`config.mk`:
```
export PLATFORM = sky130hd
export DESIGN_NAME = graha_power_sequencer_flat
export DESIGN_NICKNAME = d
export VERILOG_FILES = /design/src/rtl/graha_power_sequencer_if.sv /design/src/rtl/graha_power_sequencer.sv /design/src/flat_wrapper.sv
export SDC_FILE = /design/constraint.sdc
export NUM_CORES = 1
export LEC_CHECK = 0
export CAP_MARGIN = 0
export CORE_UTILIZATION = 53
export CTS_CLUSTER_SIZE = 24
export DETAILED_ROUTE_END_ITERATION = 6
export PLACE_DENSITY_LB_ADDON = 0.15
export SYNTH_ARGS = -nofsm -noshare
export SYNTH_HDL_FRONTEND = slang
export SYNTH_SLANG_ARGS = --single-unit
```
`constraint.sdc`:
```
create_clock -name clk -period 3.2 [get_ports clk]
set_clock_uncertainty 0.2 [all_clocks]
set_input_delay 0.64 -clock clk [delete_from_list [all_inputs] [get_ports clk]]
set_output_delay 0.64 -clock clk [all_outputs]
set_load 0.1 [all_outputs]
```
`src/rtl/graha_power_sequencer_if.sv`:
```
// Target-mask request channel between the PMU firmware side and the power sequencer.
// Handshake: a mask transfers on a clock edge where req_valid && req_ready; the master holds req_mask stable while req_valid is high.
interface graha_power_sequencer_if;
    logic       req_valid;
    logic [8:0] req_mask;
    logic       req_ready;

    modport master (output req_valid, output req_mask, input req_ready);
    modport slave  (input req_valid, input req_mask, output req_ready);
endinterface

```
`src/rtl/graha_power_sequencer.sv`:
```
// Nava Graha power-domain sequencer: walks domain_en toward a requested mask one domain at a time.
// Optional GRAHA_SEQ_EMERGENCY_EN adds emerg_off, which forces the retention set and returns to IDLE.
module graha_power_sequencer #(
    parameter int SETTLE_CYCLES  = 16,
    parameter int TIMEOUT_CYCLES = 200
) (
    input  logic                          clk,
    input  logic                          rst_n,
    graha_power_sequencer_if.slave        req,
    input  logic [8:0]                    domain_pg,
    output logic [8:0]                    domain_en,
    output logic                          busy,
    output logic                          done,
    output logic                          fault,
    output logic [3:0]                    fault_domain,
    input  logic                          fault_clear,
`ifdef GRAHA_SEQ_EMERGENCY_EN
    input  logic                          emerg_off,
`endif
    output logic [2:0]                    state_dbg
);

    typedef enum logic [2:0] {
        S_IDLE       = 3'd0,
        S_SCAN       = 3'd1,
        S_DOWN_WAIT  = 3'd2,
        S_UP_WAIT_PG = 3'd3,
        S_UP_SETTLE  = 3'd4,
        S_FAULT      = 3'd5
    } state_t;

    localparam logic [8:0] RESET_EN  = 9'h1C0;
    localparam logic [8:0] FORCED_ON = 9'h180;
    localparam logic [7:0] SETTLE_LAST  = 8'(SETTLE_CYCLES - 1);
    localparam logic [7:0] TIMEOUT_LAST = 8'(TIMEOUT_CYCLES - 1);

    state_t     state_q, state_d;
    logic [8:0] en_q, en_d;
    logic [8:0] tgt_q, tgt_d;
    logic [3:0] cur_q, cur_d;
    logic [7:0] cnt_q, cnt_d;
    logic       fault_q, fault_d;
    logic [3:0] fdom_q, fdom_d;
    logic       done_c;

    logic [8:0] off_set, on_set, req_tgt;
    logic [3:0] off_hi, on_lo;

    assign off_set = en_q & ~tgt_q;
    assign on_set  = tgt_q & ~en_q;

    // Power-down picks the highest index, power-up the lowest.
    always_comb begin
        off_hi = 4'd0;
        on_lo  = 4'd0;
        for (int i = 0; i < 9; i++) begin
            if (off_set[i]) off_hi = 4'(i);
        end
        for (int i = 8; i >= 0; i--) begin
            if (on_set[i]) on_lo = 4'(i);
        end
    end

    // Mangala cannot be powered without Surya, so drop it from the target instead.
    always_comb begin
        req_tgt = req.req_mask | FORCED_ON;
        if (req_tgt[2] && !req_tgt[0]) req_tgt[2] = 1'b0;
    end

    always_comb begin
        state_d = state_q;
        en_d    = en_q;
        tgt_d   = tgt_q;
        cur_d   = cur_q;
        cnt_d   = cnt_q;
        fault_d = fault_q;
        fdom_d  = fdom_q;
        done_c  = 1'b0;

        case (state_q)
            S_IDLE: begin
                if (req.req_valid) begin
                    tgt_d   = req_tgt;
                    cnt_d   = 8'd0;
                    state_d = S_SCAN;
                end
            end
            S_SCAN: begin
                cnt_d = 8'd0;
                if (|off_set) begin
                    en_d[off_hi] = 1'b0;
                    state_d      = S_DOWN_WAIT;
                end else if (|on_set) begin
                    en_d[on_lo] = 1'b1;
                    cur_d       = on_lo;
                    state_d     = S_UP_WAIT_PG;
                end else begin
                    done_c  = 1'b1;
                    state_d = S_IDLE;
                end
            end
            S_DOWN_WAIT: begin
                if (cnt_q == SETTLE_LAST) begin
                    cnt_d   = 8'd0;
                    state_d = S_SCAN;
                end else begin
                    cnt_d = cnt_q + 8'd1;
                end
            end
            S_UP_WAIT_PG: begin
                if (domain_pg[cur_q]) begin
                    cnt_d   = 8'd0;
                    state_d = S_UP_SETTLE;
                end else if (cnt_q == TIMEOUT_LAST) begin
                    en_d[cur_q] = 1'b0;
                    fault_d     = 1'b1;
                    fdom_d      = cur_q;
                    cnt_d       = 8'd0;
                    state_d     = S_FAULT;
                end else begin
                    cnt_d = cnt_q + 8'd1;
                end
            end
            S_UP_SETTLE: begin
                // A power-good drop restarts the full timeout window.
                if (!domain_pg[cur_q]) begin
                    cnt_d   = 8'd0;
                    state_d = S_UP_WAIT_PG;
                end else if (cnt_q == SETTLE_LAST) begin
                    cnt_d   = 8'd0;
                    state_d = S_SCAN;
                end else begin
                    cnt_d = cnt_q + 8'd1;
                end
            end
            S_FAULT: begin
                if (fault_clear) begin
                    fault_d = 1'b0;
                    cnt_d   = 8'd0;
                    state_d = S_IDLE;
                end
            end
            default: begin
                state_d = S_IDLE;
            end
        endcase

`ifdef GRAHA_SEQ_EMERGENCY_EN
        if (emerg_off) begin
            en_d    = RESET_EN;
            cnt_d   = 8'd0;
            fault_d = fault_q;
            state_d = S_IDLE;
        end
`endif
    end

    always_ff @(posedge clk) begin
        if (!rst_n) begin
            state_q <= S_IDLE;
            en_q    <= RESET_EN;
            tgt_q   <= FORCED_ON;
            cur_q   <= 4'd0;
            cnt_q   <= 8'd0;
            fault_q <= 1'b0;
            fdom_q  <= 4'd0;
        end else begin
            state_q <= state_d;
            en_q    <= en_d;
            tgt_q   <= tgt_d;
            cur_q   <= cur_d;
            cnt_q   <= cnt_d;
            fault_q <= fault_d;
            fdom_q  <= fdom_d;
        end
    end

    assign req.req_ready = (state_q == S_IDLE);
    assign busy          = (state_q == S_SCAN) || (state_q == S_DOWN_WAIT) ||
                           (state_q == S_UP_WAIT_PG) || (state_q == S_UP_SETTLE);
    assign done          = done_c;
    assign domain_en     = en_q;
    assign fault         = fault_q;
    assign fault_domain  = fdom_q;
    assign state_dbg     = state_q;

endmodule

```
`src/flat_wrapper.sv`:
```
// flat-port wrapper written by rule: the top's interface ports become plain ports
module graha_power_sequencer_flat 
#(
    parameter int SETTLE_CYCLES  = 16,
    parameter int TIMEOUT_CYCLES = 200
)
  (clk, rst_n, domain_pg, domain_en, busy, done, fault, fault_domain, fault_clear, state_dbg, req_req_valid, req_req_mask, req_req_ready);
  graha_power_sequencer_if req_i ();
  input  logic clk;
  input  logic rst_n;
  input  logic [8:0] domain_pg;
  output logic [8:0] domain_en;
  output logic busy;
  output logic done;
  output logic fault;
  output logic [3:0] fault_domain;
  input  logic fault_clear;
  output logic [2:0] state_dbg;
  input wire logic [$bits(req_i.req_valid)-1:0] req_req_valid;
  input wire logic [$bits(req_i.req_mask)-1:0] req_req_mask;
  output wire logic [$bits(req_i.req_ready)-1:0] req_req_ready;
  assign req_i.req_valid = req_req_valid;
  assign req_i.req_mask = req_req_mask;
  assign req_req_ready = req_i.req_ready;
  graha_power_sequencer #(.SETTLE_CYCLES(SETTLE_CYCLES), .TIMEOUT_CYCLES(TIMEOUT_CYCLES)) u_core (.clk(clk), .rst_n(rst_n), .req(req_i), .domain_pg(domain_pg), .domain_en(domain_en), .busy(busy), .done(done), .fault(fault), .fault_domain(fault_domain), .fault_clear(fault_clear), .state_dbg(state_dbg));
endmodule
```
Yosys cells after proc, flatten, opt, wreduce, memory -nomap -nowiden
Index checks and enable logic that the tools add are counted.
- bits in registers: 36
- output and inout bits: 20
- logic and storage cells: 113
- add/sub/neg operators: 1
- $lt $le $gt $ge: 6
- equal/unequal tests: 13
- mux-type cells: 54
- bitwise logic cells: 11
- reductions and logical operators: 21
- operators by type and width (cell ; number):
    $mux W4 ; 16
    $mux W8 ; 6
    $pmux W8 S6 ; 1
    $and A9 B9 Y9 ; 4
    $mux W9 ; 4
    $not A9 Y9 ; 4
    $mux W3 ; 7
    $pmux W3 S6 ; 1
    $pmux W9 S2 ; 1
    $reduce_or A9 Y1 ; 2
    $lt A4 B5 Y1 const B ; 3
    $demux W1 S4 ; 3
    $ge A4 B1 Y1 const B ; 3
    $mux W1 ; 12
    $reduce_and A3 Y1 ; 4
    $or A9 B9 Y9 ; 1
    $add A8 B1 Y8 const B ; 1
    $eq A8 B4 Y1 const B ; 1
    $eq A8 B8 Y1 const B ; 1
    $reduce_and A4 Y1 ; 2
    $eq A3 B2 Y1 const B ; 2
    $eq A3 B3 Y1 const B ; 2
    $ne A2 B2 Y1 const B ; 3
    $ne A3 B1 Y1 const B ; 2
    13 further kinds ; 20

Logic depth before layout (Yosys ltp)
- depth in word-level cells: 19
- mapped depth: 8

Worst setup path before layout
OpenSTA, ideal clock, no wires.
- path kind: register -> output
- from: reg u_core.state_q[2], in the netlist u_core.state_dbg[2]
- to: out busy
- arrival: 4418 ps
- path slack: -2058 ps
- cell stages (with the launch flop): 3
- cells stage by stage: dfxtp_1 -> nor3_1 -> nor2b_1
- cells in the longest elaborated chain, start to end: 4
- elaborated cells on any way between the ends: 7
- those cells by class: eq/ne: 4; reduce/logical: 3
- RTL lines (element ; RTL line ; text):
    start: declaration ; graha_power_sequencer.sv:37 ; state_t state_q, state_d;
    start signal: assignment ; graha_power_sequencer.sv:168 ; state_q <= state_d;
    $eq A3 B1 Y1 / $eq A3 B2 Y1 (equally long branches) ; graha_power_sequencer.sv:179 ; assign busy = (state_q == S_SCAN) || (state_q == S_DOWN_WAIT) ||
    $logic_or A1 B1 Y1 (2 in a row) ; graha_power_sequencer.sv:179 ;
    $logic_or A1 B1 Y1 (*) ; graha_power_sequencer.sv:180 ; (state_q == S_UP_WAIT_PG) || (state_q == S_UP_SETTLE);
    end: declaration ; flat_wrapper.sv:13 ; output logic busy;
Mark *: on every way between the ends. The rest lies on a longest branch, timed or not.

Worst setup path in the final report
- from: reg u_core.en_q[6], in the netlist u_core.domain_en[6]
- to: out done
- cells in the longest elaborated chain, start to end: 6
- elaborated cells on any way between the ends: 8
- those cells by class: mux: 3; bitwise: 3; reduce/logical: 2
- RTL lines (element ; RTL line ; text):
    start: declaration ; graha_power_sequencer.sv:38 ; logic [8:0] en_q, en_d;
    start signal: assignment ; graha_power_sequencer.sv:169 ; en_q <= en_d;
    $not A9 Y9 ; graha_power_sequencer.sv:50 ; assign on_set = tgt_q & ~en_q;
    $and A9 B9 Y9 ; graha_power_sequencer.sv:50 ;
    $reduce_or A9 Y1 ; graha_power_sequencer.sv:93 ; end else if (|on_set) begin
    $mux W1 ; graha_power_sequencer.sv:93 ;
    $mux W1 (*) ; graha_power_sequencer.sv:90 ; if (|off_set) begin
    $mux W1 (*) ; graha_power_sequencer.sv:80 ; case (state_q)
    end: declaration ; flat_wrapper.sv:14 ; output logic done;
Marked as above.

==> results by group <==
Global route
  – Total GRT Usage: 27.0%
  – Number of global-route vias before repair: 2035
  – Initial antenna violation count: 0
  – Pin count of the biggest net entering global routing: 24
  – Global-route wire length before repair: 9360 um
  – Gr ovfl total: 0

Synthesis
  – Synth Area in Compound Gates: 26.2%
  – Post-synth top area cell: dfxtp_1
  – Yosys reg bits: 36
  – Avg Inst Size Synth: 7.93 um^2
  – Synth Area in Simple Gates: 32.8%
  – Yosys top cell area share: 31.0%
  – Post-synthesis mux area share: 4.85%
  – Largest family of logic cells by synthesized area: simple AND/OR/NAND/NOR gates
  – Seq/Total Area, Yosys: 31.0%
  – Syn Inst Count: 293
  – XOR/XNOR Fraction of Synth Area: 0.377%
  – Largest cells by area after synthesis: dfxtp_1 (31%), nand2_1 (5.7%), a21oi_1 (4.1%)
  – Synth Flop Type: dfxtp_1
  – Top-count cell post-synth: dfxtp_1
  – Synth unique cells: 60
  – Synthesis Warnings: 0
  – Post-Syn Area: 2320 um^2
  – Top cells by count, synth: dfxtp_1 (36), nand2_1 (35), nor2_1 (25)
  – Synth Net Count: 316
  – Post-synth EDFFs: 0
  – Post-Synth Adder-Cell Area: 0.539%
  – Post-synth ARST share: 0%

Placement
  – HPWL Detailed: 4540 um
  – Dpl ws: 0.231 ns
  – Placed Cells: 374
  – Port bufs: 39
  – RD Place Congestion: 1.01

Power
  – Power density cells: 731 nW/um^2
  – Peak VDD IR: 0.732 mV
  – P_leak: 0.00107 uW

STA
  – Final Setup Violations: 0
  – Period utilisation layout: 92.2%
  – Worst relative slew slack: 44.9%
  – Final hold vios: 0
  – Final worst setup slack: 0.250 ns
  – Crit path time final: 2.95 ns
  – RSZ-0062 raised after global routing: no
  – Least-Margin Pin Slew: 0.825 ns
  – Highest clock rate: 0.339 GHz
  – Final setup TNS: 0 ns
  – Final Max Tran Viols: 0

Clock tree
  – Post_cts resized: 0
  – Clock transition at path regs: 0.07 ns
  – CTS tree: built
  – Post-CTS setup buffers: 0
  – Worst skew pair latency: 0.29 ns
  – CTS Buf Count: 5
  – Sink Count: 36
  – CTS Buffer Depth: 2
  – CTS Root Cell: clkbuf_8
  – CTS H-tree depth: 2
  – CTS Hold Buffers Added: 0

Critical path
  – Crit. path cell count: 6
  – Reg2reg setup slack: 0.52 ns
  – Buf+Inv Stages, Crit Path: 1
  – CP peak stage delay: 0.40 ns
  – CP required: 2.36 ns
  – Startpoint Class: flop
  – Crit Path Category: reg2out
  – Reg2reg end: u_core.cnt_q[0]
  – R2r startpoint: u_core.cur_q[1]
  – Critical path peak fanout: 7
  – Cell family with most CP delay: simple AND/OR/NAND/NOR gates
  – Setup crit end: done
  – Crit end category: primary output
  – CP max-delay cell: and3_1
  – CP arrival: 2.11 ns
  – CP Launch Point: u_core.domain_en[6]
  – Worst path cell trace: nor2b_1 -> nor3_2 -> and3_1 -> nand2_1 -> nor2_4 -> buf_12
  – R2R depth: 6

Layout
  – Area added between synthesis and finish: 22.0%
  – Fin cells: 382
  – Layout Nets: 354
  – Layout cell share with drive strength beyond 1: 16.3%
  – Antenna diodes: 0
  – FILL cells: 356

Drt
  – Starting DRT DRC Count: 247
  – Post-DR vias/cell: 6.08
  – First-pass iteration count of the detailed router: 4
  – # DRC: 0
  – Routed wire length per instance: 15.8 um
  – Vias: 2323
  – Final wirelength: 6030 um
  – Final ANT Viol Nets: 0

Die
  – Die height: 68.2 um
  – I/O pin cnt: 42
  – Total core area: 4120 um^2
  – Num rows: 23
  – Die Width: 68.2 um
  – Die area: 4650 um^2
  – Starting Density: 56.5%

Job
  – Max-cap check violation count: 0

Run status
  – Status: complete, no violations

Worst hold path
  – Type of the worst min-delay path: reg2reg
[logic make-up after synthesis]
family	after synthesis
AOI/OAI and AO/OA	82
and+or+nand+nor	143
muxes	10
DFF	36
buffers and inverters	20
adders and majority gates	1
xor gates and xnor gates	1
[routing by layer]
metal	track usage [%]	part of all wire, %	vias up
li1	-	-	1148
met1	34.3	43	1090
met2	44.9	49	74
met3	4.83	6.6	11
met4	10.7	2.0	0
met5	0	0	-
[worst min path at each step]
stage,endpoint,slack (ns),startpoint,depth (start not counted)
2_1_floorplan,u_core.tgt_q[1],0.24,u_core.tgt_q[1],2
3_3_place_gp,u_core.tgt_q[1],0.25,u_core.tgt_q[1],2
3_5_place_dp,u_core.tgt_q[0],0.26,u_core.tgt_q[0],2
4_1_cts,u_core.tgt_q[0],0.27,u_core.tgt_q[0],2
5_1_grt,u_core.tgt_q[0],0.29,u_core.tgt_q[0],2
6_report,u_core.tgt_q[1],0.27,u_core.tgt_q[1],2
[per-stage QoR]
stage / utilization, % / total power, uW / hold slack, ns / area (um^2)
after floorplan: - / 1420 / 0.240 / 2350
after global placement: 66.3 / 1660 / 0.254 / 2730
after detailed placement: 66.3 / 1680 / 0.262 / 2730
after CTS: 68.9 / 2070 / 0.273 / 2830
after global routing: 68.9 / 2170 / 0.293 / 2830
final: 68.9 / 2070 / 0.267 / 2830
[state kept, by name (all words and copies together), names as in the netlist]
register,flops
u_core.cur_q,4
u_core.tgt_q,7
u_core.fault,1
u_core.state_dbg,3
u_core.cnt_q,8
u_core.fault_domain,4
u_core.domain_en,9
[final cells by class]
cell class | count | area (um^2) | area share (%)
multi-input cells | 237 | 1530 | 53.9
flip-flops and latches | 36 | 724 | 25.6
repair buffers | 43 | 383 | 13.5
clock buffers | 6 | 72.6 | 2.56
well taps | 50 | 62.6 | 2.21
clock inverters | 2 | 35.0 | 1.24
inverters | 8 | 30.0 | 1.06
[power by group]
group	internal, uW	total [uW]	switching (uW)
clock network	231	395	164
registers	498	563	65.0
logic	325	1110	788
[worst register-to-register path, stage by stage, from the launching register on]
cell and delay (ns):
dfxtp_1 0.51, nor3b_1 0.49, and2b_1 0.33, o31ai_1 0.13, a21boi_0 0.58, nor3_1 0.09
a211oi_1 0.25
[cell usage in the layout (no fill, tap or decap), types with 5 or more instances in the layout]
| master | netlist | layout |
|---|---|---|
| nor2_1 | 25 | 24 |
| dfxtp_1 | 36 | 33 |
| o31ai_1 | 5 | 5 |
| nand2b_1 | 8 | 8 |
| a21oi_1 | 19 | 19 |
| nor2b_1 | 15 | 14 |
| nor3_1 | 9 | 8 |
| clkdlybuf4s50_1 | 0 | 19 |
| clkbuf_8 | 0 | 5 |
| and2_1 | 9 | 9 |
| buf_4 | 0 | 23 |
| inv_1 | 8 | 8 |
| nand2_1 | 35 | 35 |
| o21ai_0 | 13 | 13 |
| mux2i_1 | 6 | 6 |
| nand3_1 | 14 | 14 |
Power figures use the tool's default switching activity.
